`src/rtl/mem_bus_arbiter.sv`:
```
// Memory bus arbiter: grants the shared bus to the I-cache or D-cache miss path and runs a fixed-length word burst.
// Optional macro VCPU32_ARB_RR_EN selects round-robin arbitration; by default D-side has fixed priority over I-side.
module mem_bus_arbiter #(
    parameter int WORD_LENGTH = 32,
    parameter int BLOCK_WORDS = 4
) (
    input  logic                           clk,
    input  logic                           rst,
    input  logic                           iReq,
    input  logic [WORD_LENGTH-1:0]         iAddr,
    output logic                           iGnt,
    output logic [WORD_LENGTH-1:0]         iRData,
    output logic                           iRValid,
    output logic                           iDone,
    input  logic                           dReq,
    input  logic                           dWr,
    input  logic [WORD_LENGTH-1:0]         dAddr,
    input  logic [WORD_LENGTH-1:0]         dWData,
    output logic                           dGnt,
    output logic [WORD_LENGTH-1:0]         dRData,
    output logic                           dRValid,
    output logic [$clog2(BLOCK_WORDS)-1:0] dWordIdx,
    output logic                           dDone,
    output logic                           memReq,
    output logic                           memWr,
    output logic [WORD_LENGTH-1:0]         memAddr,
    output logic [WORD_LENGTH-1:0]         memWData,
    input  logic [WORD_LENGTH-1:0]         memRData,
    input  logic                           memAck
);
    // state  | meaning
    // IDLE   | no owner; requests sampled here only
    // XFER_I | I-side owns the bus, burst in progress
    // XFER_D | D-side owns the bus, burst in progress
    // DONE   | one-cycle completion strobe to the owner

    localparam int CNT_W = $clog2(BLOCK_WORDS);
    localparam logic [CNT_W-1:0]       LAST_WORD = CNT_W'(BLOCK_WORDS - 1);
    localparam logic [WORD_LENGTH-1:0] LOW_MASK  = WORD_LENGTH'((1 << (CNT_W + 2)) - 1);

    typedef enum logic [1:0] {IDLE, XFER_I, XFER_D, DONE} state_t;

    state_t                 state, state_nxt;
    logic [CNT_W-1:0]       cnt, cnt_nxt;
    logic                   owner_d;
    logic                   wr;
    logic [WORD_LENGTH-1:0] base_addr;
    logic                   grant_d;
    logic                   grant_any;

`ifdef VCPU32_ARB_RR_EN
    logic last_owner_d;

    // On a tie, the side that did not own the last burst wins.
    assign grant_d = dReq && (!iReq || !last_owner_d);
`else
    assign grant_d = dReq;
`endif
    assign grant_any = dReq || iReq;

    always_ff @(posedge clk) begin
        if (rst) begin
            state     <= IDLE;
            cnt       <= '0;
            owner_d   <= 1'b0;
            wr        <= 1'b0;
            base_addr <= '0;
`ifdef VCPU32_ARB_RR_EN
            last_owner_d <= 1'b0;
`endif
        end else begin
            state <= state_nxt;
            cnt   <= cnt_nxt;
            if (state == IDLE && grant_any) begin
                owner_d   <= grant_d;
                wr        <= grant_d && dWr;
                base_addr <= (grant_d ? dAddr : iAddr) & ~LOW_MASK;
            end
`ifdef VCPU32_ARB_RR_EN
            if (state == DONE) begin
                last_owner_d <= owner_d;
            end
`endif
        end
    end

    always_comb begin
        state_nxt = state;
        cnt_nxt   = cnt;
        iGnt      = 1'b0;
        iRData    = '0;
        iRValid   = 1'b0;
        iDone     = 1'b0;
        dGnt      = 1'b0;
        dRData    = '0;
        dRValid   = 1'b0;
        dDone     = 1'b0;
        memReq    = 1'b0;
        memWr     = 1'b0;
        memAddr   = '0;
        memWData  = '0;
        dWordIdx  = cnt;

        case (state)
            IDLE: begin
                if (grant_any) begin
                    state_nxt = grant_d ? XFER_D : XFER_I;
                end
            end
            XFER_I, XFER_D: begin
                iGnt    = (state == XFER_I);
                dGnt    = (state == XFER_D);
                memReq  = 1'b1;
                memWr   = wr;
                memAddr = base_addr + {{(WORD_LENGTH - CNT_W - 2){1'b0}}, cnt, 2'b00};
                if (state == XFER_D && wr) begin
                    memWData = dWData;
                end
                if (memAck) begin
                    if (!wr) begin
                        iRValid = (state == XFER_I);
                        dRValid = (state == XFER_D);
                        iRData  = (state == XFER_I) ? memRData : '0;
                        dRData  = (state == XFER_D) ? memRData : '0;
                    end
                    if (cnt == LAST_WORD) begin
                        cnt_nxt   = '0;
                        state_nxt = DONE;
                    end else begin
                        cnt_nxt = cnt + 1'b1;
                    end
                end
            end
            DONE: begin
                iGnt      = !owner_d;
                dGnt      = owner_d;
                iDone     = !owner_d;
                dDone     = owner_d;
                state_nxt = IDLE;
            end
            default: state_nxt = IDLE;
        endcase
    end

endmodule

```
`config.mk`:
```
export PLATFORM = sky130hd
export DESIGN_NAME = mem_bus_arbiter
export DESIGN_NICKNAME = d
export VERILOG_FILES = /design/src/rtl/mem_bus_arbiter.sv
export SDC_FILE = /design/constraint.sdc
export NUM_CORES = 1
export LEC_CHECK = 0
export CORE_AREA = 2 2 106 108
export DETAILED_ROUTE_END_ITERATION = 7
export DIE_AREA = 0 0 108 110
export PLACE_DENSITY = 0.78
export SYNTH_ARGS = -nofsm -noshare
export SYNTH_HDL_FRONTEND = slang
export SYNTH_SLANG_ARGS = --single-unit
```
`constraint.sdc`:
```
create_clock -name clk -period 6.05 [get_ports clk]
set_input_delay 1.21 -clock clk [delete_from_list [all_inputs] [get_ports clk]]
set_output_delay 1.21 -clock clk [all_outputs]
set_load 0.02 [all_outputs]
```
# --- Yosys cells after proc, flatten, opt, wreduce, memory -nomap -nowiden ---
# Index checks and enable logic that the tools add are counted.
# W data, S select, Z words.
word_totals:
  regBits: 34
  input_bits: 134
  elab_cells: 53
op_classes:
  n_addsub: 2
  n_eq_ne: 7
  muxes: 30
  n_reduce_logical: 9
op_table:
  columns: ["cell", "count"]
  rows:
  - ["$mux W32", 12]
  - ["$add A32 B4 Y32", 1]
  - ["$mux W1", 10]
  - ["$mux W2", 5]
  - ["$eq A2 B2 Y1 const B", 3]
  - ["$ne A2 B2 Y1 const B", 3]
  - ["$pmux W2 S3", 1]
  - ["$pmux W1 S2", 2]
  - ["$logic_and A1 B1 Y1", 3]
  - ["$reduce_and A3 Y1", 1]
  - ["$add A2 B1 Y2 const B", 1]
  - ["$eq A2 B1 Y1 const B", 1]
  - ["$logic_not A2 Y1", 1]
  - ["$reduce_and A2 Y1", 1]
  - ["$reduce_or A2 Y1", 1]
  - ["$logic_not A1 Y1", 1]
  - ["$logic_or A1 B1 Y1", 1]

# --- Logic depth before layout (Yosys ltp) ---
depth:
  ltp_word: 5
  ltp_mapped: 7
  ltp_nobuf: 5

# --- Worst setup path before layout ---
# No wires, ideal clock.
synth_path:
  kind: "in2out"
  start: "input port memAck"
  end: "output port dRData[22]"
  t_arrival_ns: 1.968
  required_time_ns: 4.840
  slack_ns: 2.872
  cell_stages: 4
  path_buffers: 1
  path_cell_list: "nand2_4 -> nor3b_4 -> buf_6 -> and2_2"
synth_via:
  elab_chain_cells: 2
synth_rtl:
  columns: ["element", "line", "rtl"]
  rows:
  - ["start, declared", "29", "input logic memAck"]
  - ["$mux W32", "119", "if (memAck) begin"]
  - ["$mux W32", "104", "case (state)"]
  - ["end, declared", "20", "output logic [WORD_LENGTH-1:0] dRData,"]
# Every way passes these cells.

# --- Final worst setup path ---
layout_path:
  start: "input port memAck"
  end: "output port dRData[23]"
# The elaborated chain is that of the path after synthesis.

==> flow_summary.ini <==
[clocking]
clk_pin_slew_worst_paths_ps = 70
cts_tree = done
cts_buffer_depth = 2
post_cts_resized = 0
clkLatencyLatePin_ps = 280
cts-root-buf = clkbuf_8
post_cts_buffers = 0
h-tree-depth = 2
cts_num_sinks = 34
cts_buffers = 5
cts_hold_buffers = 0

[synth]
yosys-top-cells-area = dfxtp_1, and2_1, mux2i_1
ys_ff_latch = 34
synth_top_area_share_pct = 26.4
synth-async-reset-ratio_pct = 0
netlist_top_cells_count = and2_1, dfxtp_1, nor2_1
synth-seq-area-share_pct = 26.4
syn_area_um2 = 2580
syn-mean-instance-area_um2 = 8.19
syn_inst = 315
yosysUniqueCellTypes = 28
synthFlopType = dfxtp_1
yosysTopAreaCell = dfxtp_1
synth.most_common_cell = and2_1
synth_edf_count = 0
synth-warning-count = 0

[sta]
hold_viol_final = 0
worst_slew_pin_slew_ps = 991
slew_viol_final = 0
post-route-period-util_pct = 79.3
max_clock_freq_mhz = 208
period_needed_ps = 4800
rsz0062_at_grt = false
fin_skew_ps = 2.53
tns_ps = 0
slew_headroom_pct = 33.9
setup-violations-final = 0

[worst_setup_path]
crit_chain = clkdlybuf4s50_1 > nand2_4 > nor3b_4 > and2_2 > clkdlybuf4s50_1
crit_path_end_kind = output port
required_ps = 4840
cpMostUsedCell = clkdlybuf4s50_1
critPathKind = in2out
slowest_delay_ps = 830
slowest_stage = nor3b_4
cp-start-kind = input port
cp_max_fo = 33
critPathArrivalTime_ps = 3590

[power_and_ir_drop]
p_total_w = 0.00124
p_per_area_nw_per_um2 = 233
ir_worst_vdd_mv = 0.160
leakagePower_nw = 2.09

[cells_and_area]
fin_util_pct = 49.8
drive_gt1_share_pct = 7.33
regArea_um2 = 681
multi_input_area_um2 = 1720
fillers = 1013
syn_to_final_growth_pct = 106
layoutNonFillerInstCount = 702
layout.nets = 697

[global_routing]
grt_usage_pct = 15.7
antenna_found_initial = 3
overflow = 0
grt_pass1_wl_um = 14700
grt_start_max_net_pins = 58
grt_pass1_vias = 2900

[die]
pin_count = 272
rows = 38
dieArea_um2 = 11900
core_area_um2 = 10700
initial_core_util_pct = 24.1
die_h_um = 110
die_w_um = 108

[routing]
ant_nets = 0
wl_um = 10200
dr_total_vias = 3053
drt_iter0_drc = 143
drtPass1Iterations = 4
vias_per_cell = 4.35
wire_per_inst_um = 14.5
drc = 0

[status]
status = completed

[place]
dp_hpwl_um = 8200
place_congestion = 0.843
place_inst = 691
port_buffers = 261

[min_path]
hold_path.class = reg2reg

[run]
cap_violations = 0
==> power by group <==
group	total [W]	switching (W)	internal (W)	leakage [nW]
sequential	0.000325	0.0000356	0.000289	0.282
combinational	0.000719	0.000376	0.000343	1.75
clock	0.000195	0.0000797	0.000115	0.0575
==> worst max-delay path, delay by kind of cell <==
kind,cells,cell delay (ps)
buffers and inverters,2,1160
and+or+nand+nor,3,1200
==> placed cells by master, fill, tap and decap left out, drive strengths merged <==
| master | netlist | routed |
|---|---|---|
| nand3 | 2 | 2 |
| a21boi | 1 | 1 |
| nand2 | 7 | 7 |
| and3 | 1 | 1 |
| a21oi | 4 | 4 |
| dfxtp | 34 | 34 |
| conb | 1 | 2 |
| a211oi | 28 | 28 |
| diode | 0 | 3 |
| clkbuf | 11 | 8 |
| and2 | 128 | 128 |
| o21a | 1 | 1 |
| ha | 5 | 5 |
| clkdlybuf4s50 | 0 | 260 |
| a211o | 1 | 1 |
| nor3b | 3 | 3 |
| nor2b | 1 | 1 |
| mux2i | 29 | 29 |
| nor2 | 31 | 31 |
| a2111o | 1 | 1 |
| inv | 2 | 2 |
| buf | 17 | 3 |
| o21ai | 3 | 3 |
| nand2b | 3 | 3 |
| o31ai | 1 | 1 |
==> sequential cells by signal (all words and copies together) (netlist names) <==
name / count
wr: 1
owner_d: 1
state: 2
base_addr: 28
dWordIdx: 2
==> final timing paths <==
path | cells past startpoint | endpoint | startpoint | slack [ps]
hold reg to reg | 2 | owner_d | owner_d | 480
setup reg to reg | 6 | state[1] | state[0] | 3990
hold / removal | 2 | owner_d | owner_d | 480
setup / recovery | 5 | dRData[23] | memAck | 1250
==> cells by family (layout without fill, tap and decap cells) <==
family / Yosys count / count (layout) / synth area share [%]
AO/OA/AOI/OAI: 40 / 40 / 11.2
adder cells (fa/ha/maj): 5 / 5 / 2.43
buffers and inverters: 30 / 273 / 7.13
flip-flops: 34 / 34 / 26.4
multiplexers: 29 / 29 / 11.3
other: 1 / 5 / 0.145
AND/OR/NAND/NOR: 176 / 176 / 41.5
==> metrics by stage <==
| step | area, um^2 | hold WS (ps) | worst slack, ps |
|---|---|---|---|
| 5_1_grt | 5320 | 520 | 1080 |
| 3_3_place_gp | 5200 | 465 | 1320 |
| 6_report | 5320 | 485 | 1250 |
| 4_1_cts | 5320 | 480 | 1260 |
| 2_1_floorplan | 2580 | 445 | 2870 |
| 3_5_place_dp | 5200 | 470 | 1260 |
==> cell type report <==
| class | count | area share, % |
|---|---|---|
| antenna | 3 | 0.141 |
| clock buffer | 8 | 2.07 |
| sequential | 34 | 12.8 |
| timing repair buffer | 263 | 49.3 |
| multi-input combinational | 252 | 32.3 |
| inverter | 2 | 0.141 |
| tap | 140 | 3.29 |
==> per-layer routing <==
metal	wire length, um	part of all wire, %	vias to the layer above	global-route usage, %
met2	5250	52	153	29.1
met3	1010	9.9	10	4.70
li1	-	-	1521	-
met1	3730	37	1369	16.6
met4	172	1.7	0	6.23
met5	0	0	-	0
Power figures use the tool's default switching activity.
